[config.mk]
export PLATFORM = sky130hd
export DESIGN_NAME = gate_op_arbiter
export DESIGN_NICKNAME = d
export VERILOG_FILES = /design/src/rtl/gate_op_arbiter.sv
export SDC_FILE = /design/constraint.sdc
export NUM_CORES = 1
export LEC_CHECK = 0
export BUFFER_PORTS_ARGS = -buffer_cell sky130_fd_sc_hd__buf_4
export CAP_MARGIN = 20
export CORE_AREA = 5 5 65 97
export CTS_BUF_LIST = sky130_fd_sc_hd__clkbuf_4
export DETAILED_ROUTE_END_ITERATION = 8
export DIE_AREA = 0 0 70 102
export HOLD_SLACK_MARGIN = 0.15
export PLACE_DENSITY_LB_ADDON = 0.12
export SLEW_MARGIN = 5
export SYNTH_ARGS = -nofsm -noshare
export SYNTH_HDL_FRONTEND = slang
export SYNTH_SLANG_ARGS = --single-unit
[constraint.sdc]
create_clock -name clk -period 3.5 [get_ports clk]
set_clock_uncertainty 0.1 [all_clocks]
set_input_delay 0.175 -clock clk [delete_from_list [all_inputs] [get_ports clk]]
set_output_delay 0.175 -clock clk [all_outputs]
set_load 0.05 [all_outputs]
[src/rtl/gate_op_arbiter.sv]
// Round-robin arbiter sharing one registered bitwise gate unit among N_REQ requesters.
// Optional `GATE_OP_ARB_PERF_EN adds saturating busy_cnt/stall_cnt outputs.
module gate_op_arbiter #(
  parameter int N_REQ = 4,
  parameter int WIDTH = 8,
  parameter int ID_W  = 2
) (
  input  logic                   clk,
  input  logic                   rst_n,
  input  logic [N_REQ-1:0]       req_valid,
  output logic [N_REQ-1:0]       req_ready,
  input  logic [3*N_REQ-1:0]     req_op,
  input  logic [WIDTH*N_REQ-1:0] req_a,
  input  logic [WIDTH*N_REQ-1:0] req_b,
  output logic                   rsp_valid,
  input  logic                   rsp_ready,
  output logic [ID_W-1:0]        rsp_id,
  output logic [WIDTH-1:0]       rsp_data,
  output logic                   rsp_err
`ifdef GATE_OP_ARB_PERF_EN
  ,
  output logic [15:0]            busy_cnt,
  output logic [15:0]            stall_cnt
`endif
);

  typedef enum logic [1:0] {IDLE, EXEC, RESP} state_t;

  state_t            state, state_next;
  logic [ID_W-1:0]   ptr;
  logic              grant_any;
  logic [ID_W-1:0]   grant_id;
  logic [ID_W-1:0]   scan_idx [N_REQ];
  logic [2:0]        op_arr   [N_REQ];
  logic [WIDTH-1:0]  a_arr    [N_REQ];
  logic [WIDTH-1:0]  b_arr    [N_REQ];
  logic [2:0]        op_p0;
  logic [WIDTH-1:0]  a_p0, b_p0;

  function automatic logic [WIDTH:0] gate_eval(input logic [2:0] op,
                                               input logic [WIDTH-1:0] a,
                                               input logic [WIDTH-1:0] b);
    case (op)
      3'd0:    gate_eval = {1'b0, a & b};
      3'd1:    gate_eval = {1'b0, a | b};
      3'd2:    gate_eval = {1'b0, a ^ b};
      3'd3:    gate_eval = {1'b0, ~(a ^ b)};
      3'd4:    gate_eval = {1'b0, ~(a | b)};
      3'd5:    gate_eval = {1'b0, ~(a & b)};
      3'd6:    gate_eval = {1'b0, ~a};
      default: gate_eval = {1'b1, {WIDTH{1'b0}}};
    endcase
  endfunction

  for (genvar g = 0; g < N_REQ; g++) begin : g_unpack
    assign op_arr[g] = req_op[3*g +: 3];
    assign a_arr[g]  = req_a[WIDTH*g +: WIDTH];
    assign b_arr[g]  = req_b[WIDTH*g +: WIDTH];
  end

  // Search order starts at ptr and wraps; lowest scan position wins.
  always_comb begin
    for (int k = 0; k < N_REQ; k++) begin
      scan_idx[k] = ID_W'((int'(ptr) + k) % N_REQ);
    end
  end

  always_comb begin
    grant_any = 1'b0;
    grant_id  = '0;
    for (int k = N_REQ - 1; k >= 0; k--) begin
      if (req_valid[scan_idx[k]]) begin
        grant_any = 1'b1;
        grant_id  = scan_idx[k];
      end
    end
  end

  always_comb begin
    state_next = state;
    req_ready  = '0;
    case (state)
      IDLE: begin
        if (grant_any) begin
          req_ready[grant_id] = rst_n;
          state_next          = EXEC;
        end
      end
      EXEC:    state_next = RESP;
      RESP:    if (rsp_ready) state_next = IDLE;
      default: state_next = IDLE;
    endcase
  end

  assign rsp_valid = (state == RESP);

  always_ff @(posedge clk or negedge rst_n) begin
    if (!rst_n) begin
      state    <= IDLE;
      ptr      <= '0;
      rsp_id   <= '0;
      rsp_data <= '0;
      rsp_err  <= 1'b0;
    end else begin
      state <= state_next;
      if (state == IDLE && grant_any) rsp_id <= grant_id;
      if (state == EXEC) {rsp_err, rsp_data} <= gate_eval(op_p0, a_p0, b_p0);
      if (state == RESP && rsp_ready) ptr <= (rsp_id == ID_W'(N_REQ - 1)) ? '0 : rsp_id + 1'b1;
    end
  end

  // Stage p0: operand capture at request handshake
  always_ff @(posedge clk) begin
    if (state == IDLE && grant_any) begin
      op_p0 <= op_arr[grant_id];
      a_p0  <= a_arr[grant_id];
      b_p0  <= b_arr[grant_id];
    end
  end

`ifdef GATE_OP_ARB_PERF_EN
  function automatic logic [15:0] sat_inc(input logic [15:0] c);
    return (c == 16'hFFFF) ? c : c + 16'd1;
  endfunction

  always_ff @(posedge clk or negedge rst_n) begin
    if (!rst_n) begin
      busy_cnt  <= '0;
      stall_cnt <= '0;
    end else begin
      if (state != IDLE) busy_cnt <= sat_inc(busy_cnt);
      if (state == RESP && !rsp_ready) stall_cnt <= sat_inc(stall_cnt);
    end
  end
`endif

endmodule
Yosys cells after proc, flatten, opt, wreduce, memory -nomap -nowiden:

Cells that the tools add are included.

* reduce and logical (&&, ||, !) cells: 6
* bitwise operators: 9
* add/sub/neg operators: 4
* magnitude comparators: 7
* muxes and demuxes: 34
* equal/unequal tests: 11

Operator list (count)
* $pmux 9 s7: 1
* $bmux 8 s2: 2
* $mux 8: 4
* $not 8->8: 4
* $lt 2x3->1 const B: 5
* $mux 2: 7
* $eq 3x3->1 const B: 3
* $mux 1: 9
* $and 8x8->8: 1
* $bmux 1 s2: 4
* $mux 4: 2
* $or 8x8->8: 1
* $xor 8x8->8: 1
* $bmux 3 s2: 1
* $eq 3x2->1 const B: 2
* $mux 3: 2
* $pmux 2 s3: 1
* $add 2x1->2 const B: 2
* $add 2x2->2 const B: 2
* $and 4x4->4: 1
* $eq 2x2->1 const B: 2
* $eq 3x1->1 const B: 1
* $ge 3x3->1 const B: 1
* $logic_and 1x1->1: 3
* other kinds (9): 9

* register bits after elaboration: 34
* input port bits: 83
* word-level logic and storage cells: 79
* output and inout bits: 16

Longest topological paths before layout:

* word-level depth: 14
* depth in mapped cells: 7
* depth with buffers taken out: 7

Worst setup path before layout:

Ideal clock, no wire load.

* path type: register -> output
* start point: reg state[1]
* end point: out req_ready[1]
* arrival: 3.045 ns
* cell stages (with the launch flop): 4
* required time: 3.225 ns
* slack: 0.180 ns
* cells stage by stage: dfrtp_1 nor3_1 nand3_1 nor2b_1

* longest elaborated chain between the ends: 2

RTL lines
* start: declaration: RTL line 29 `state_t state, state_next;`
* start signal: assignment: RTL line 105 `state <= state_next;`
* $logic_not 2->1: RTL line 82 `case (state)`
* $mux 4: RTL line 82
* end: declaration: RTL line 11 `output logic [N_REQ-1:0] req_ready,`

Every way passes these cells.

Final worst setup path:

* start point: reg ptr[1]
* end point: reg a_p0[6], data pin

* longest elaborated chain between the ends: 11
* elaborated cells between the ends (all ways): 19
* classes of those cells: 3 x add/sub; 15 x mux; 1 x bitwise

RTL lines
* start: declaration: RTL line 30 `logic [ID_W-1:0] ptr;`
* start signal: assignment: RTL line 108 `if (state == RESP && rsp_ready) ptr <= (rsp_id == ID_W'(N_REQ - 1)) ? '0 : rsp_id + 1'b1;`
* $add 2x2->2: RTL line 64 `scan_idx[k] = ID_W'((int'(ptr) + k) % N_REQ);`
* $bmux 1 s2: RTL line 72 `if (req_valid[scan_idx[k]]) begin`
* $mux 1 (not written as such): RTL line 72
* $mux 2 (3 in a row): RTL line 72
* $mux 2 (*): RTL line 72
* $not 2->3 (not written as such) (*): RTL line 116 `a_p0 <= a_arr[grant_id];`
* $bmux 8 s2 (*): RTL line 116
* $mux 8 (not written as such) (*) (2 in a row): RTL line 116
* end signal: assignment: RTL line 116
* end: declaration: RTL line 38 `logic [WIDTH-1:0] a_p0, b_p0;`

Every way passes the cells marked *; elsewhere a longest branch is shown, timed or not. The select of a mux whose other input is x is not followed.
A chain may end at the register's enable or synchronous reset.

==> flow_summary.ini <==
[drt]
drc = 0
drt-vias-per-instance = 5.29
met2_length_um = 3650
firstDrtPassIters = 4
wirelength_um = 7010
wl_met3_um = 501
routedWlPerCell_um = 15.1
ant_nets = 0
top_layer = met4
drtIter0Drc = 126
wl_met1_um = 2640
via_count = 2459

[clocking]
numClockSinks = 34
cts_buffer_depth = 2
cts-root-buf = clkbuf_4
cts_buffers = 5
clk_pin_slew_worst_paths_ns = 0.11
clock_latency_ns = 0.34
cts_tree = yes
htreeDepth = 2

[setup_path]
crit_start = ptr[1]$_DFFE_PN0P_
cp_slowest_cell = dlygate4sd3_1
crit_path_start_kind = flip-flop
ff2ff_setup_slack_ns = 0.19
r2r_cells = 8
critPathMaxStageDelay_ns = 0.61
critPathBufInv = 3
end_kind = flip-flop
r2r_end = a_p0[6]$_DFFE_PP_
path_class = flip-flop to flip-flop
crit_chain = and3b_1 > o21ai_0 > o211ai_1 > buf_4 > mux2i_1 > dlygate4sd3_1 > mux2i_1 > dlygate4sd3_1
critPathTopFamily = buffers and inverters
worstPathRequired_ns = 3.51
arrival_ns = 3.32
r2r-start = ptr[1]$_DFFE_PN0P_
cp_max_fo = 43

[synth]
synth_fp_nets = 345
synth_cell_types = 41
yosysWarnings = 0
syn_inst = 245
async_flop_share_pct = 44.1
synth_ff_type = edfxtp_1
seq_area_frac_synth_pct = 35.6
synth-edff-count = 19
synth_area_mm2 = 0.00266
synth-seq-cells = 34
syn_avg_cell_area_um2 = 10.9

[placement]
dp_slack_ns = 1.35
port_buffers = 98
dp.final_hpwl_um = 4450
gp_congestion = 0.813

[power_and_ir_drop]
ir_worst_vdd_uv = 359
p_leak_nw = 1.99
power.density_mw_per_mm2 = 746

[hold_path]
worstHoldPathType = input port to flip-flop
worstHoldEndpoint = b_p0[7]$_DFFE_PP_
min_from = req_b[31]
min_delay_path_depth = 3

[global_routing]
grt_start_max_net_pins = 44
grt_usage_pct = 20.0
grt_remaining_overflow = 0
antenna_found_initial = 0
grt_pass1_wl_um = 11400
grt_pass1_vias = 2572

[finish]
layout_common_cells = buf_4, mux2i_1, dlygate4sd3_1
diodes = 0
nNetsFinal = 494
drive_gt1_share_pct = 29.4
synthToLayoutAreaGrowth_pct = 51.2
mostFrequentLayoutCell = buf_4
fillers = 364

[floorplan]
ios = 99
dieArea_mm2 = 0.00714
initial_core_util_pct = 49.6
die_x_um = 70
std_cell_rows = 33
core_area_mm2 = 0.00537
die_h_um = 102

[sta]
max_freq_ghz = 0.302
layout_setup_ws_ns = 0.190
tightest_slew_ns = 0.974
slew-limit-headroom_pct = 35.0
final_max_slew_viol_count = 0
rsz0062_at_grt = false
fin_tns_setup_ns = 0
finalSetupViolCount = 0
hold_viol_final = 0
finalCriticalPeriod_ns = 3.31
post-route-period-util_pct = 94.6

[run]
drv_cap = 0

[outcome]
status = complete, no violations
==> area by class of cell <==
cell class | count | area (um^2) | area share [%]
tap | 70 | 87.6 | 2.18
multi-input combinational | 175 | 1530 | 38.1
inverter | 21 | 78.8 | 1.96
timing repair buffer | 157 | 1320 | 32.8
clock buffer | 5 | 37.5 | 0.933
clock inverter | 3 | 20.0 | 0.498
sequential | 34 | 946 | 23.5
==> sequential cells by signal, summed over array words and instances, names as in the netlist <==
register and cells:
state 2, op_p0 3, ptr 2, rsp_id 2, b_p0 8, rsp_err 1
rsp_data 8, a_p0 8
==> metrics by stage <==
step | total power [mW] | util [%] | hold slack, ns | instance area, um^2 | cells
finish | 3.00 | 74.9 | 0.194 | 4020 | 465
detailed placement | 2.57 | 63.4 | -0.0483 | 3400 | 401
floorplan | 2.21 | - | -0.221 | 2660 | 245
global placement | 2.53 | 63.4 | -0.0492 | 3400 | 401
CTS | 2.99 | 74.9 | 0.153 | 4020 | 465
global route | 3.24 | 74.9 | 0.190 | 4020 | 465
==> worst min-delay path, stage by stage <==
cell and delay [ns]:
buf_4 0.07, mux2i_1 0.06, mux2i_1 0.18
==> cell usage after synthesis, types with 2 or more instances <==
cell      instances  share of area, %
o221ai_1          3              0.99
a22oi_1           5               1.4
ha_1             17               8.0
a21oi_1           4              0.75
nor2_1            6              0.85
a22o_1            7               2.3
nor3_1            3              0.56
o211ai_1          3              0.85
nand2_1           8               1.1
buf_2             5              0.94
inv_1            21               3.0
edfxtp_1         19                21
o22ai_1           4              0.94
o21ai_0           6               1.1
o22a_1            3              0.99
dfrtp_1          15                14
buf_6             7               3.0
clkbuf_1          2              0.28
mux2_2            5               2.1
nand2b_1          8               1.9
nor2b_1           8               1.9
mux2i_1          67                25
==> power by group <==
| group | switching (mW) | internal [mW] | total (mW) |
|---|---|---|---|
| clock network | 0.140 | 0.0783 | 0.219 |
| registers | 0.223 | 0.671 | 0.894 |
| logic | 0.946 | 0.943 | 1.89 |
==> logic make-up after synthesis <==
| group | count (synthesis) | share of synthesized area, % |
|---|---|---|
| adders and majority gates | 17 | 8.00 |
| buffers and inverters | 36 | 7.43 |
| and+or+nand+nor | 38 | 7.62 |
| AOI/OAI and AO/OA | 47 | 13.6 |
| DFF | 34 | 35.6 |
| muxes | 73 | 27.8 |
==> worst max path at each step <==
stage | slack, ns | depth (start not counted) | endpoint
floorplan | 0.18 | 3 | req_ready[1]
global placement | 1.39 | 5 | rsp_data[2]$_DFFE_PN0N_
detailed placement | 1.35 | 5 | rsp_data[2]$_DFFE_PN0N_
CTS | 0.34 | 8 | b_p0[2]$_DFFE_PP_
global route | 0.02 | 8 | a_p0[6]$_DFFE_PP_
finish | 0.19 | 8 | a_p0[6]$_DFFE_PP_
==> layer usage <==
layer | track usage, % | up-vias
met2 | 37.5 | 103
met1 | 21.0 | 1132
met4 | 9.44 | 0
met5 | 0 | -
met3 | 4.53 | 17
li1 | - | 1207
==> timing repair <==
item,4_1_cts,5_1_grt
buffers inserted,0,0
endpoints found under the hold margin,36,0
resized for setup,0,0
hold buffers,56,0
Note: power is estimated with default switching activity, not from simulation.
